$ cat src/rtl/if_id_pipe_reg_if.sv
// Fetch/decode handshake bundle for the IF/ID skid-buffer stage.
// The stage connects through the slave modport; fetch/decode drive the master side.
interface if_id_pipe_reg_if #(
    parameter int XLEN = 32,
    parameter int SB_W = 1
);
    logic            in_valid;
    logic            in_ready;
    logic [XLEN-1:0] pc_i;
    logic [XLEN-1:0] ir_i;
    logic [SB_W-1:0] sb_i;
    logic            out_valid;
    logic            out_ready;
    logic [XLEN-1:0] pc_o;
    logic [XLEN-1:0] ir_o;
    logic [SB_W-1:0] sb_o;

    modport master (
        output in_valid, pc_i, ir_i, sb_i, out_ready,
        input  in_ready, out_valid, pc_o, ir_o, sb_o
    );

    modport slave (
        input  in_valid, pc_i, ir_i, sb_i, out_ready,
        output in_ready, out_valid, pc_o, ir_o, sb_o
    );
endinterface

$ cat src/rtl/if_id_pipe_reg.sv
// Elastic IF/ID stage: 2-entry skid buffer with flush and pre-sliced RV32I fields.
// Optional stall/bubble counters are built only when IF_ID_PERF_EN is defined.
//
// state | meaning
// EMPTY | nothing held; head shows pc=0 / NOP / sb=0
// ONE   | head valid, skid unused
// FULL  | head and skid valid (skid is younger); in_ready low
module if_id_pipe_reg #(
    parameter int              XLEN      = 32,
    parameter int              SB_W      = 1,
    parameter logic [XLEN-1:0] NOP_INSTR = XLEN'(32'h00000013)
) (
    input  logic                 clk,
    input  logic                 rst,
    input  logic                 flush,
    if_id_pipe_reg_if.slave      bus,
    output logic [6:0]           opcode,
    output logic [2:0]           funct3,
    output logic [6:0]           funct7,
    output logic [4:0]           rs1,
    output logic [4:0]           rs2,
    output logic [4:0]           rd,
    output logic [31:0]          perf_stall,
    output logic [31:0]          perf_bubble
);

    typedef enum logic [1:0] {
        EMPTY = 2'd0,
        ONE   = 2'd1,
        FULL  = 2'd2
    } state_t;

    state_t          state;
    logic            in_ready_q;
    logic            out_valid_q;
    logic [XLEN-1:0] head_pc, head_ir, skid_pc, skid_ir;
    logic [SB_W-1:0] head_sb, skid_sb;
    logic            accept, pop;

    assign accept = bus.in_valid & in_ready_q;
    assign pop    = out_valid_q & bus.out_ready;

    always_ff @(posedge clk) begin
        if (rst || flush) begin
            state       <= EMPTY;
            in_ready_q  <= 1'b1;
            out_valid_q <= 1'b0;
            head_pc     <= '0;
            head_ir     <= NOP_INSTR;
            head_sb     <= '0;
        end else begin
            case (state)
                EMPTY: begin
                    if (accept) begin
                        head_pc     <= bus.pc_i;
                        head_ir     <= bus.ir_i;
                        head_sb     <= bus.sb_i;
                        state       <= ONE;
                        out_valid_q <= 1'b1;
                    end
                end
                ONE: begin
                    if (accept && pop) begin
                        head_pc <= bus.pc_i;
                        head_ir <= bus.ir_i;
                        head_sb <= bus.sb_i;
                    end else if (accept) begin
                        skid_pc    <= bus.pc_i;
                        skid_ir    <= bus.ir_i;
                        skid_sb    <= bus.sb_i;
                        state      <= FULL;
                        in_ready_q <= 1'b0;
                    end else if (pop) begin
                        // reload the bubble payload so decode never sees a stale instruction
                        head_pc     <= '0;
                        head_ir     <= NOP_INSTR;
                        head_sb     <= '0;
                        state       <= EMPTY;
                        out_valid_q <= 1'b0;
                    end
                end
                FULL: begin
                    if (pop) begin
                        head_pc    <= skid_pc;
                        head_ir    <= skid_ir;
                        head_sb    <= skid_sb;
                        state      <= ONE;
                        in_ready_q <= 1'b1;
                    end
                end
                default: begin
                    state       <= EMPTY;
                    in_ready_q  <= 1'b1;
                    out_valid_q <= 1'b0;
                    head_pc     <= '0;
                    head_ir     <= NOP_INSTR;
                    head_sb     <= '0;
                end
            endcase
        end
    end

    assign bus.in_ready  = in_ready_q;
    assign bus.out_valid = out_valid_q;
    assign bus.pc_o      = head_pc;
    assign bus.ir_o      = head_ir;
    assign bus.sb_o      = head_sb;

    assign opcode = head_ir[6:0];
    assign rd     = head_ir[11:7];
    assign funct3 = head_ir[14:12];
    assign rs1    = head_ir[19:15];
    assign rs2    = head_ir[24:20];
    assign funct7 = head_ir[31:25];

`ifdef IF_ID_PERF_EN
    logic [31:0] stall_cnt, bubble_cnt;

    always_ff @(posedge clk) begin
        if (rst) begin
            stall_cnt  <= '0;
            bubble_cnt <= '0;
        end else begin
            if (out_valid_q && !bus.out_ready && stall_cnt != 32'hFFFF_FFFF)
                stall_cnt <= stall_cnt + 32'd1;
            if (!out_valid_q && bubble_cnt != 32'hFFFF_FFFF)
                bubble_cnt <= bubble_cnt + 32'd1;
        end
    end

    assign perf_stall  = stall_cnt;
    assign perf_bubble = bubble_cnt;
`else
    assign perf_stall  = '0;
    assign perf_bubble = '0;
`endif

endmodule
$ cat src/flat_wrapper.sv
// flat-port wrapper written by rule: the top's interface ports become plain ports
module if_id_pipe_reg_flat 
#(
    parameter int              XLEN      = 32,
    parameter int              SB_W      = 1,
    parameter logic [XLEN-1:0] NOP_INSTR = XLEN'(32'h00000013)
)
  (clk, rst, flush, opcode, funct3, funct7, rs1, rs2, rd, perf_stall, perf_bubble, bus_in_valid, bus_pc_i, bus_ir_i, bus_sb_i, bus_out_ready, bus_in_ready, bus_out_valid, bus_pc_o, bus_ir_o, bus_sb_o);
  if_id_pipe_reg_if #(.XLEN(XLEN), .SB_W(SB_W)) bus_i ();
  input  logic clk;
  input  logic rst;
  input  logic flush;
  output logic [6:0] opcode;
  output logic [2:0] funct3;
  output logic [6:0] funct7;
  output logic [4:0] rs1;
  output logic [4:0] rs2;
  output logic [4:0] rd;
  output logic [31:0] perf_stall;
  output logic [31:0] perf_bubble;
  input wire logic [$bits(bus_i.in_valid)-1:0] bus_in_valid;
  input wire logic [$bits(bus_i.pc_i)-1:0] bus_pc_i;
  input wire logic [$bits(bus_i.ir_i)-1:0] bus_ir_i;
  input wire logic [$bits(bus_i.sb_i)-1:0] bus_sb_i;
  input wire logic [$bits(bus_i.out_ready)-1:0] bus_out_ready;
  output wire logic [$bits(bus_i.in_ready)-1:0] bus_in_ready;
  output wire logic [$bits(bus_i.out_valid)-1:0] bus_out_valid;
  output wire logic [$bits(bus_i.pc_o)-1:0] bus_pc_o;
  output wire logic [$bits(bus_i.ir_o)-1:0] bus_ir_o;
  output wire logic [$bits(bus_i.sb_o)-1:0] bus_sb_o;
  assign bus_i.in_valid = bus_in_valid;
  assign bus_i.pc_i = bus_pc_i;
  assign bus_i.ir_i = bus_ir_i;
  assign bus_i.sb_i = bus_sb_i;
  assign bus_i.out_ready = bus_out_ready;
  assign bus_in_ready = bus_i.in_ready;
  assign bus_out_valid = bus_i.out_valid;
  assign bus_pc_o = bus_i.pc_o;
  assign bus_ir_o = bus_i.ir_o;
  assign bus_sb_o = bus_i.sb_o;
  if_id_pipe_reg #(.XLEN(XLEN), .SB_W(SB_W), .NOP_INSTR(NOP_INSTR)) u_core (.clk(clk), .rst(rst), .flush(flush), .bus(bus_i), .opcode(opcode), .funct3(funct3), .funct7(funct7), .rs1(rs1), .rs2(rs2), .rd(rd), .perf_stall(perf_stall), .perf_bubble(perf_bubble));
endmodule
$ cat config.mk
export PLATFORM = sky130hd
export DESIGN_NAME = if_id_pipe_reg_flat
export DESIGN_NICKNAME = d
export VERILOG_FILES = /design/src/rtl/if_id_pipe_reg_if.sv /design/src/rtl/if_id_pipe_reg.sv /design/src/flat_wrapper.sv
export SDC_FILE = /design/constraint.sdc
export NUM_CORES = 1
export LEC_CHECK = 0
export BUFFER_PORTS_ARGS = -buffer_cell sky130_fd_sc_hd__buf_2
export CAP_MARGIN = 20
export CORE_MARGIN = 1.5
export CORE_UTILIZATION = 54
export CTS_CLUSTER_DIAMETER = 40
export DETAILED_ROUTE_END_ITERATION = 6
export GPL_ROUTABILITY_DRIVEN = 0
export GPL_TIMING_DRIVEN = 0
export MAX_ROUTING_LAYER = met4
export PLACE_DENSITY = 0.82
export SKIP_LAST_GASP = 1
export SLEW_MARGIN = 30
export SYNTH_ARGS = -nofsm -noshare
export SYNTH_HDL_FRONTEND = slang
export SYNTH_SLANG_ARGS = --single-unit
$ cat constraint.sdc
create_clock -name clk -period 11.54 [get_ports clk]
set_input_delay 1.154 -clock clk [delete_from_list [all_inputs] [get_ports clk]]
set_output_delay 1.154 -clock clk [all_outputs]
set_load 0.03 [all_outputs]
==> impl_metrics.yaml, run 1 <==
global_routing:
  antenna_found_initial: 1
  met3_usage: 0.0572
  grt_max_degree: 24
  grt-busiest-layer: "met2"
  grtUsageMet1: 0.339
  grt_use_total: 0.261
  grt_pass1_wl_um: 26000
  grt-ovfl-total: 0
  grt_use_met2: 0.402
  grt_pass1_vias: 5126
finish:
  drive_above_1_share: 0.330
  stdcell_count: 1142
  nets: 1030
  layout_commonest_cell: "buf_2"
  area_growth_pct: 28.8
  postLayoutCellArea_sq_um: 8650
  mostFrequentLayoutCells: "182 x buf_2, 128 x nand2_1, 103 x buf_4"
critical_path:
  path_cells: "buf_2, or2_2, clkbuf_1, clkbuf_1, nor2_4, buf_16, buf_16"
  arrival_ns: 2.86
  crit_slowest_cell: "nor2_4"
  worst-path-max-fanout: 23
  start_kind: "primary input"
  crit_path_max_incr_delay_ns: 0.48
  end_kind: "register"
  worstSetupPathType: "primary input to register"
  reg2reg_slack_ns: 8.82
  required_ns: 11.66
timing:
  timing_hold_violations_final: 0
  min_period_ns: 2.74
  layout_setup_ws_ns: 8.80
  slew_headroom: 0.612
  setup_tns_ns: 0
  slew_viol_final: 0
  rsz0062_at_grt: "false"
  finClkSkew_ns: 0.00533
  fmax_mhz: 365
  fin_crit_sh: 0.237
  worst_pin_slew_ns: 0.581
  setup_viol: 0
die:
  chipWidth_um: 115
  rows: 40
  core_area_sq_um: 12100
  io_pins: 233
  start_util: 0.557
  die_area_sq_um: 13100
  die_y_um: 115
cts:
  ctsResizeCount: 0
  clk_pin_slew_ns: 0.06
  post_cts_buffers: 0
  cts_buffers: 17
  cts_max_path_buffers: 2
  clock_latency_ns: 0.42
  cts_root_buf: "clkbuf_16"
  htree_levels: 4
  postCtsHoldBufs: 0
  clock_sinks: 134
  cts_tree: "done"
route:
  ant_nets: 0
  drt_iter0_drc: 362
  first_pass_iters: 5
  vias_per_cell: 5.10
  via_count: 5827
  post-route-drc-count: 0
  avgRoutedWirePerCell_um: 14.6
  drt-total-wl_um: 16700
placement:
  dp_hpwl_um: 11800
  pre_cts_ws_ns: 8.38
  portBuffers: 168
  dp_cells: 1109
  placed_area_sq_um: 8080
synth:
  postSynthCellCount: 707
  synth-seq-cells: 134
  ys_seq_area_frac: 0.496
  syn_area_per_cell_sq_um: 9.50
  yosysWarnings: 0
  ys_types: 35
  synth_top_flop_cell: "dfxtp_1"
  synth_edf_count: 65
  syn_area_sq_um: 6720
  async_reset_ff_frac: 0
power:
  p_leak_nw: 3.73
  p_total_mw: 1.22
  ir_worst_vdd_mv: 0.104
  p_per_area_nw_per_um2: 141
job:
  cap_violations: 0
status:
  outcome: "finished clean"
min_path:
  hold_path.class: "register to register"
==> worst paths after layout <==
check,startpoint,to,cells after the start
setup / recovery,flush,u_core.skid_ir[23],7
hold / removal,u_core.bus.pc_o[31],u_core.bus.pc_o[31],2
setup reg to reg,u_core.state[0],u_core.skid_ir[23],7
hold reg to reg,u_core.bus.pc_o[31],u_core.bus.pc_o[31],2
==> where the power goes <==
part | leakage, nW | switching [mW] | total, mW | internal, mW
clock | 0.280 | 0.188 | 0.510 | 0.322
combinational | 2.31 | 0.126 | 0.193 | 0.0667
sequential | 1.15 | 0.00598 | 0.515 | 0.509
total | 3.73 | 0.320 | 1.22 | 0.897
==> synth_stat cells, drive strengths merged (2+ instances only) <==
| library cell | count | share of area |
|---|---|---|
| a21oi | 65 | 0.048 |
| o211ai | 2 | 0.0030 |
| nand3 | 4 | 0.0030 |
| or2 | 3 | 0.0028 |
| o22a | 2 | 0.0026 |
| o21bai | 3 | 0.0034 |
| edfxtp | 65 | 0.29 |
| nor2 | 5 | 0.0039 |
| or4 | 2 | 0.0022 |
| mux2i | 62 | 0.092 |
| o22ai | 62 | 0.058 |
| buf | 122 | 0.13 |
| o21ai | 65 | 0.048 |
| nand4b | 3 | 0.0039 |
| nand2 | 128 | 0.072 |
| a21o | 2 | 0.0022 |
| clkbuf | 32 | 0.018 |
| dfxtp | 69 | 0.21 |
==> routing by layer <==
layer	routed length, um	part of all wire
met1	7370	0.44
met4	333	0.020
met5	0	0
met2	7750	0.46
met3	1250	0.075
==> kinds of logic (layout without fill, tap and decap cells) <==
logic type / count (synthesis) / count (layout) / synth area share
other: 1 / 65 / 0.000558
AO/OA/AOI/OAI: 206 / 206 / 0.172
flip-flops: 134 / 134 / 0.496
AND/OR/NAND/NOR: 150 / 150 / 0.0922
multiplexers: 62 / 62 / 0.0924
buffers and inverters: 154 / 357 / 0.147
==> final cells by class <==
class	count	area (sq um)
multi-input combinational	482	2640
clock inverter	2	10.0
sequential	134	3330
buffer	154	990
timing repair buffer	171	911
fill	967	3410
antenna	1	2.50
clock buffer	30	556
tap	168	210
==> state kept, by name (all words and copies together) (netlist names) <==
signal and cells:
u_core.skid_sb 1, u_core.bus.ir_o 32, u_core.bus.pc_o 32, u_core.skid_ir 32
u_core.bus.in_ready 1, u_core.bus.sb_o 1, u_core.skid_pc 32, u_core.bus.out_valid 1
u_core.state 2
==> per-stage QoR <==
step	utilization	hold WS, ns
5_1_grt	0.717	0.498
3_3_place_gp	0.664	0.459
2_1_floorplan	-	0.527
3_5_place_dp	0.670	0.468
6_report	0.717	0.476
4_1_cts	0.717	0.475
==> worst max-delay path, delay by kind of cell <==
kind | cells | cell delay, ns
buf+inv | 5 | 0.92
simple gates | 2 | 0.76
No activity file was read; power rests on OpenSTA's default activity.
==> run 2: changes to the inputs <==
- CORE_UTILIZATION: 54 -> 46
- PLACE_DENSITY: 0.82 -> 0.74
- clock period: 11.54 -> 2.3 ns (I/O delays scaled with it)
==> run 2 against run 1 <==
Compared with the run above:
- register-to-register slack lost 8.5 ns
- sequential share of layout area shrank 0.50 points
- core utilization down 9.3 points
- critical endpoint is now u_core.bus.pc_o[22]
==> impl_metrics.yaml, run 2 (same netlist as run 1, synthesis figures left out) <==
critical_path:
  ff2ff_path_depth: 6
  worstSetupPathType: "register to register"
  arrival_ns: 2.31
  end_kind: "register"
  worst-path-max-fanout: 10
  start_kind: "register"
  crit_path_max_incr_delay_ns: 0.54
  crit_slowest_cell: "nand4b_1"
  crit_family: "simple AND/OR/NAND/NOR gates"
  cp_num_buf_inv: 2
  reg2reg_slack_ns: 0.35
  path_cells: "buf_6, nand4b_1, clkbuf_1, o22ai_1, nand2_1, a21oi_1"
  rr_startpoint: "u_core.state[1]"
  reg2reg_to: "u_core.bus.pc_o[22]"
  required_ns: 2.65
finish:
  postLayoutCoreUtil: 0.624
  drive_above_1_share: 0.333
  mostFrequentLayoutCells: "180 x buf_2, 128 x nand2_1, 106 x buf_4"
  layout_commonest_cell: "buf_2"
  nets: 1039
  postLayoutCellArea_sq_um: 8770
  area_growth_pct: 30.5
  diodes: 0
route:
  via_count: 5822
  ant_nets: 0
  post-route-drc-count: 0
  drt-total-wl_um: 17200
  avgRoutedWirePerCell_um: 14.8
  vias_per_cell: 5.01
  drt_iter0_drc: 488
  first_pass_iters: 5
global_routing:
  grt_use_total: 0.233
  antenna_found_initial: 0
  grt_max_degree: 23
  grt_pass1_wl_um: 26600
  grt_pass1_vias: 5216
  grt-ovfl-total: 0
min_path:
  min_to: "u_core.skid_pc[25]"
  hold_depth: 1
  hold_start: "bus_pc_i[25]"
  hold_path.class: "primary input to register"
timing:
  slew_headroom: 0.601
  timing_hold_violations_final: 0
  layout_setup_ws_ns: 0.345
  finClkSkew_ns: 0.00958
  fin_crit_sh: 0.850
  slew_viol_final: 0
  rsz0062_at_grt: "false"
  setup_viol: 0
  holdWs_ns: 0.00745
  worst_pin_slew_ns: 0.598
  fmax_mhz: 512
  min_period_ns: 1.95
power:
  p_per_area_nw_per_um2: 695
  p_total_mw: 6.10
  p_leak_nw: 3.77
  ir_worst_vdd_mv: 0.560
die:
  core_area_sq_um: 14000
  die_y_um: 124
  io_pins: 233
  rows: 43
  start_util: 0.478
  chipWidth_um: 124
  die_area_sq_um: 15300
cts:
  clk_pin_slew_ns: 0.06
  cts_buffers: 17
  htree_levels: 4
  cts_max_path_buffers: 2
  ctsResizeCount: 0
  clock_sinks: 134
  cts_root_buf: "clkbuf_16"
  cts_tree: "done"
  clock_latency_ns: 0.43
placement:
  portBuffers: 168
  dp_hpwl_um: 12100
  placed_area_sq_um: 8140
  pre_cts_ws_ns: -0.0262
status:
  outcome: "finished clean"
job:
  cap_violations: 0
-- run 2: per-layer routing --
metal | vias up | part of all wire | track usage
li1 | 2884 | - | -
met1 | 2692 | 0.43 | 0.291
met2 | 231 | 0.49 | 0.376
met3 | 15 | 0.070 | 0.0508
met4 | 0 | 0.012 | 0.0797
met5 | - | 0 | -
-- run 2: stage by stage --
step | setup TNS (ns) | instances
after floorplan | 0 | 770
after global placement | -46.87 | 1118
after detailed placement | -0.302 | 1121
after CTS | 0 | 1162
after global routing | 0 | 1162
final | 0 | 1162
-- run 2: worst max-delay path by stage --
stage,from,endpoint,depth (start not counted)
after floorplan,u_core.state[0],u_core.skid_ir[0],5
after global routing,u_core.bus.out_valid,u_core.bus.pc_o[4],7
after detailed placement,flush,u_core.skid_ir[29],7
after global placement,flush,u_core.skid_ir[29],5
after CTS,u_core.state[1],u_core.bus.pc_o[12],6
final,u_core.state[1],u_core.bus.pc_o[22],6
-- run 2: power by group --
| part | switching [mW] | leakage (nW) | internal [mW] |
|---|---|---|---|
| Combinational | 0.636 | 2.36 | 0.346 |
| Sequential | 0.0305 | 1.15 | 2.55 |
| Clock | 0.964 | 0.266 | 1.57 |
-- run 2: area by class of cell --
type / count / area (sq um)
Multi-Input combinational cell: 482 / 2650
Sequential cell: 134 / 3330
Buffer: 154 / 1020
Clock buffer: 28 / 497
Tap cell: 180 / 225
Clock inverter: 4 / 45.0
Fill cell: 1238 / 5270
Timing Repair Buffer: 180 / 993
-- run 2: worst reg2reg max path, delay by kind of cell (launching register included) --
family	cells	cell delay [ns]
AOI/OAI and AO/OA	2	0.38
DFF	1	0.33
buffers and inverters	2	0.54
and+or+nand+nor	2	0.62
-- run 2: timing repair --
item | 4_1_cts | 5_1_grt
setup endpoints to repair | 12 | 0
hold endpoints to repair | 6 | 0
setup buffers | 3 | 0
hold buffers | 6 | 0
